--- src/rtl/uart_pkg.sv ---
// Shared definitions for the UART receiver.
// Holds the FSM state encoding, the oversampling sample points and the
// default frame geometry. The build macro UART_RX_PARITY_EN (used in uart_rx)
// adds the PARITY state to the frame. The state value is reserved here in
// every build.
package uart_pkg;

    // Default frame geometry: data bits per frame and ticks per stop bit.
    localparam int DEFAULT_DBIT    = 8;
    localparam int DEFAULT_SB_TICK = 16;

    // Tick count at which the start bit is re-checked. This is the middle of the bit.
    localparam logic [3:0] START_MID   = 4'd7;

    // Tick count at which a data or parity bit is sampled. This is one full bit
    // period after the previous sample point.
    localparam logic [3:0] LAST_SAMPLE = 4'd15;

    // Receiver FSM states.
    typedef enum logic [2:0] {
        IDLE   = 3'd0,
        START  = 3'd1,
        DATA   = 3'd2,
        PARITY = 3'd3,
        STOP   = 3'd4
    } state_t;

endpackage

--- src/rtl/sync2.sv ---
// Two-flop synchronizer for a single asynchronous input.
// Both flops reset to 1 so that an idle-high serial line never produces a
// false start edge when reset is released.
module sync2 (
    input  logic clk,
    input  logic rst,
    input  logic d,
    output logic q
);

    logic meta_q;
    logic sync_q;

    // Two back-to-back flops give the first stage time to settle before
    // the second stage uses its value.
    always_ff @(posedge clk or posedge rst) begin
        if (rst) begin
            meta_q <= 1'b1;
            sync_q <= 1'b1;
        end else begin
            meta_q <= d;
            sync_q <= meta_q;
        end
    end

    assign q = sync_q;

endmodule

--- src/rtl/uart_rx.sv ---
// UART receiver that uses 16x oversampling.
// The receiver synchronizes Rx and finds the falling start edge. It re-checks
// the start bit in the middle of the bit, then samples each data bit one bit
// period apart, LSB first, and checks the stop bit. At the end of a frame it
// sends a one-cycle RxDone pulse together with FrameErr and ParityErr.
// Build macro UART_RX_PARITY_EN: when this macro is defined, an even-parity bit
// follows the data bits. When it is not defined, the PARITY state is never
// entered and ParityErr stays 0.
module uart_rx
    import uart_pkg::*;
#(
    parameter int DBIT    = DEFAULT_DBIT,
    parameter int SB_TICK = DEFAULT_SB_TICK
) (
    input  logic            Clk,
    input  logic            Rst_n,
    input  logic            Tick,
    input  logic            Rx,
    output logic [DBIT-1:0] RxData,
    output logic            RxDone,
    output logic            FrameErr,
    output logic            ParityErr,
    output logic            Busy
);

    localparam int              NW        = (DBIT > 1) ? $clog2(DBIT) : 1;
    localparam logic [NW-1:0]   N_LAST    = NW'(DBIT - 1);
    localparam logic [3:0]      STOP_LAST = 4'(SB_TICK - 1);

    logic            rx_s;

    state_t          state_q,  state_d;
    logic [3:0]      s_q,      s_d;
    logic [NW-1:0]   n_q,      n_d;
    logic [DBIT-1:0] shreg_q,  shreg_d;
    logic [DBIT-1:0] data_q,   data_d;
    logic            done_q,   done_d;
    logic            ferr_q,   ferr_d;
    logic            perr_q,   perr_d;
`ifdef UART_RX_PARITY_EN
    logic            par_bad_q, par_bad_d;
`endif

    sync2 u_sync_rx (
        .clk (Clk),
        .rst (Rst_n),
        .d   (Rx),
        .q   (rx_s)
    );

    // Compute the next state. s, n and state change only on Tick. The one
    // exception is the start-edge detection in IDLE, which is checked on every clock.
    always_comb begin
        state_d = state_q;
        s_d     = s_q;
        n_d     = n_q;
        shreg_d = shreg_q;
        data_d  = data_q;
        done_d  = 1'b0;
        ferr_d  = 1'b0;
        perr_d  = 1'b0;
`ifdef UART_RX_PARITY_EN
        par_bad_d = par_bad_q;
`endif
        case (state_q)
            IDLE: begin
                if (!rx_s) begin
                    state_d = START;
                    s_d     = 4'd0;
                end
            end
            START: begin
                if (Tick) begin
                    if (s_q == START_MID) begin
                        s_d = 4'd0;
                        if (!rx_s) begin
                            state_d = DATA;
                            n_d     = '0;
                        end else begin
                            state_d = IDLE;
                        end
                    end else begin
                        s_d = s_q + 4'd1;
                    end
                end
            end
            DATA: begin
                if (Tick) begin
                    if (s_q == LAST_SAMPLE) begin
                        shreg_d = DBIT'({rx_s, shreg_q} >> 1);
                        s_d     = 4'd0;
                        if (n_q == N_LAST) begin
`ifdef UART_RX_PARITY_EN
                            state_d = PARITY;
`else
                            state_d = STOP;
`endif
                        end else begin
                            n_d = n_q + NW'(1);
                        end
                    end else begin
                        s_d = s_q + 4'd1;
                    end
                end
            end
`ifdef UART_RX_PARITY_EN
            PARITY: begin
                if (Tick) begin
                    if (s_q == LAST_SAMPLE) begin
                        par_bad_d = (^shreg_q) ^ rx_s;
                        s_d       = 4'd0;
                        state_d   = STOP;
                    end else begin
                        s_d = s_q + 4'd1;
                    end
                end
            end
`endif
            STOP: begin
                if (Tick) begin
                    if (s_q == STOP_LAST) begin
                        data_d  = shreg_q;
                        done_d  = 1'b1;
                        ferr_d  = ~rx_s;
`ifdef UART_RX_PARITY_EN
                        perr_d  = par_bad_q;
`endif
                        s_d     = 4'd0;
                        state_d = IDLE;
                    end else begin
                        s_d = s_q + 4'd1;
                    end
                end
            end
            default: begin
                state_d = IDLE;
                s_d     = 4'd0;
            end
        endcase
    end

    // Register the FSM, the counters, the shift register and the frame-end outputs.
    always_ff @(posedge Clk or posedge Rst_n) begin
        if (Rst_n) begin
            state_q <= IDLE;
            s_q     <= 4'd0;
            n_q     <= '0;
            shreg_q <= '0;
            data_q  <= '0;
            done_q  <= 1'b0;
            ferr_q  <= 1'b0;
            perr_q  <= 1'b0;
`ifdef UART_RX_PARITY_EN
            par_bad_q <= 1'b0;
`endif
        end else begin
            state_q <= state_d;
            s_q     <= s_d;
            n_q     <= n_d;
            shreg_q <= shreg_d;
            data_q  <= data_d;
            done_q  <= done_d;
            ferr_q  <= ferr_d;
            perr_q  <= perr_d;
`ifdef UART_RX_PARITY_EN
            par_bad_q <= par_bad_d;
`endif
        end
    end

    assign RxData    = data_q;
    assign RxDone    = done_q;
    assign FrameErr  = ferr_q;
    assign ParityErr = perr_q;
    assign Busy      = (state_q != IDLE);

endmodule

--- config.mk ---
export PLATFORM = sky130hd
export DESIGN_NAME = uart_rx
export DESIGN_NICKNAME = d
export VERILOG_FILES = /design/src/rtl/uart_pkg.sv /design/src/rtl/sync2.sv /design/src/rtl/uart_rx.sv
export SDC_FILE = /design/constraint.sdc
export NUM_CORES = 1
export LEC_CHECK = 0
export BUFFER_PORTS_ARGS = -buffer_cell sky130_fd_sc_hd__buf_2
export CELL_PAD_IN_SITES_DETAIL_PLACEMENT = 2
export CELL_PAD_IN_SITES_GLOBAL_PLACEMENT = 2
export CORE_MARGIN = 4
export CORE_UTILIZATION = 38
export DETAILED_ROUTE_END_ITERATION = 16
export PLACE_DENSITY_LB_ADDON = 0.1
export SYNTH_ARGS = -nofsm -noshare
export SYNTH_HDL_FRONTEND = slang
export SYNTH_SLANG_ARGS = --single-unit
--- constraint.sdc ---
create_clock -name Clk -period 2 [get_ports Clk]
set_input_delay 0.4 -clock Clk [delete_from_list [all_inputs] [get_ports Clk]]
set_output_delay 0.4 -clock Clk [all_outputs]
set_load 0.005 [all_outputs]
==> reports/metrics.csv <==
metric;value;unit
path_cells;ha_1, ha_1, nor4_1, o211ai_2, mux2_1;
grt_start_max_net_pins;31;
switchingPower;0.5727;mW
reg2reg_from;n_q[0];
yosys.cell_types.count;34;
cts_buffers;5;
portBuffers;14;
cts_resized;0;
status;complete, no violations;
fin_total_pwr;1.648;mW
fin_crit_sh;91.96;%
fin_tns_setup;0;ps
grt_pass1_wl;4.933;mm
synth.yosys.seq_area_share;55.03;%
yosys_warnings;0;
powerDensity;1070;mW/mm^2
drc;0;
synth_seq_cells;30;
gp_congestion;0.7426;
syn_nets;118;
use_met3;4.762;%
fillers;370;
vias_per_cell;4.977;
drv_cap;0;
coreArea;0.003416;sq mm
grt_pass1_vias;980;
cts_sinks;30;
layout_common_cells;28 x dfrtp_1, 16 x mux2_2, 14 x buf_2;
root_buffer;clkbuf_4;
worst_slew_pin_slew;567.8;ps
slowest_delay;410;ps
htreeDepth;2;
path_max_fanout;3;
synth_edf_count;0;
ir_worst_vdd;0.4870;mV
antenna_left;0;
clock_latency;320;ps
drive_gt1_share;39.69;%
grt_util_met1;18.56;%
cp.required;2210;ps
slew_headroom;61.62;%
dieArea;0.004626;sq mm
post_cts_buffers;0;
syn_area_per_cell;12.33;sq um
path_class;flop to flop;
track_usage;14.62;%
netlist_area;0.001369;sq mm
start_util;40.07;%
r2r_end;n_q[0];
fp.dieW;68.02;um
final_max_slew_viol_count;0;
fin_worst_skew;7.411;ps
hold_ws;136.1;ps
avgRoutedWirePerCell;15.87;um
p_leak;0.7551;nW
p_sw_share;34.74;%
critPathLaunchType;flop;
min_period;1839;ps
met2_usage;23.23;%
regToRegSetupSlack;160;ps
synthArstFlopShare;100.0;%
io_pins;16;
crit_buf_inv;0;
fmax;543.7;MHz
p_clk_share;23.4;%
nets;137;
synthCells;111;
clk_pin_slew;100;ps
synthFlopType;dfrtp_1;
path_common_cell;ha_1;
rsz0062_at_grt;false;
hold_viol_final;0;
final_common_cell;dfrtp_1;
diodes;0;
seqPwrFrac;46.5;%
overflow;0;
rows;21;
critPathSlowestCell;dfrtp_1;
clockBufferDepth;2;
hpwl;2.089;mm
wirelength;2.809;mm
p_int;1.076;mW
antenna_found_initial;0;
crit_family;adder cells;
hp-class;primary input to asynchronous set/reset pin;
setup_viol;0;
arrival;2040;ps
r2r_cells;5;
critPathCaptureType;flop;
dieHeight;68.02;um
busiest_layer;met2;
ctsHoldBuffers;0;
cts_tree;done;
fin_util;45.09;%
vias;881;
drt_iter0_drc;34;
dr.pass1.iters;4;
p_comb_share;30.1;%
area_growth;12.52;%
## final cells by class
class                   instances  area, sq um  share of cell area (%)
multi-input cells              73        565.5                   36.72
flip-flops and latches         30        753.2                   48.90
repair buffers                 16        85.08                   5.524
inverters                       4        15.01                  0.9748
clock buffers                   6        51.30                   3.331
clock inverters                 2        12.51                  0.8123
well taps                      46        57.56                   3.737
## cell usage after synthesis (2+ instances only)
master / n / area, sq um
dfrtp_1: 28 / 700.7
nor2_2: 2 / 12.51
o211ai_1: 2 / 15.01
inv_1: 4 / 15.01
mux2_1: 2 / 22.52
buf_6: 2 / 22.52
or3_4: 2 / 22.52
a21oi_1: 2 / 10.01
ha_1: 3 / 37.54
nand3_1: 2 / 10.01
nor2_1: 6 / 22.52
mux2i_1: 2 / 20.02
o21ai_0: 6 / 30.03
xnor2_1: 2 / 17.52
dfstp_2: 2 / 52.55
mux2_2: 16 / 180.2
nand2_1: 11 / 41.29
## registers in the layout (all words and copies together) (netlist names)
signal            cells
RxData                8
state_q               3
u_sync_rx.meta_q      1
FrameErr              1
u_sync_rx.q           1
n_q                   3
shreg_q               8
s_q                   4
RxDone                1
## cell families after synthesis
group	Yosys count	synth area share (%)
multiplexers	20	16.27
AND/OR/NAND/NOR	32	13.25
buffers and inverters	8	3.656
adder cells (fa/ha/maj)	3	2.743
other	1	0.2740
flip-flops	30	55.03
AO/OA/AOI/OAI	15	7.496
XOR/XNOR	2	1.280
## through the flow
| stage | cells | cell area, sq um | setup slack (ps) |
|---|---|---|---|
| 6_report | 177 | 1540 | 160.9 |
| 5_1_grt | 177 | 1540 | 45.97 |
| 4_1_cts | 177 | 1540 | 164.0 |
| 3_5_place_dp | 169 | 1476 | 190.9 |
| 3_3_place_gp | 169 | 1476 | 242.2 |
| 2_1_floorplan | 111 | 1369 | 277.7 |
## worst register-to-register path, delay by kind of cell, from the launching register on
kind	cells	cell delay [ps]
flip-flops	1	410
adder cells (fa/ha/maj)	2	430
AO/OA/AOI/OAI	1	170
multiplexers	1	350
AND/OR/NAND/NOR	1	360
## power groups by stage
stage | logic, mW | registers [mW] | clock network (mW)
6_report | 0.496 | 0.767 | 0.385
5_1_grt | 0.563 | 0.782 | 0.444
4_1_cts | 0.508 | 0.770 | 0.396
3_5_place_dp | 0.505 | 0.782 | 0
3_3_place_gp | 0.493 | 0.775 | 0
2_1_floorplan | 0.468 | 0.727 | 0
## worst max-delay path by stage
stage | cells after the start | to | startpoint | slack, ps
2_1_floorplan | 6 | state_q[1] | state_q[1] | 280
3_3_place_gp | 5 | state_q[1] | state_q[0] | 240
3_5_place_dp | 5 | n_q[0] | n_q[0] | 190
4_1_cts | 5 | n_q[0] | n_q[0] | 160
5_1_grt | 5 | n_q[0] | n_q[0] | 50
6_report | 5 | n_q[0] | n_q[0] | 160
## layer usage
metal | up-vias | routed length (um) | part of all wire [%]
li1 | 428 | - | -
met3 | 4 | 103 | 3.7
met5 | - | 0 | 0
met4 | 0 | 29 | 1.0
met2 | 17 | 1386 | 49
met1 | 432 | 1290 | 46
Power figures use the tool's default switching activity.
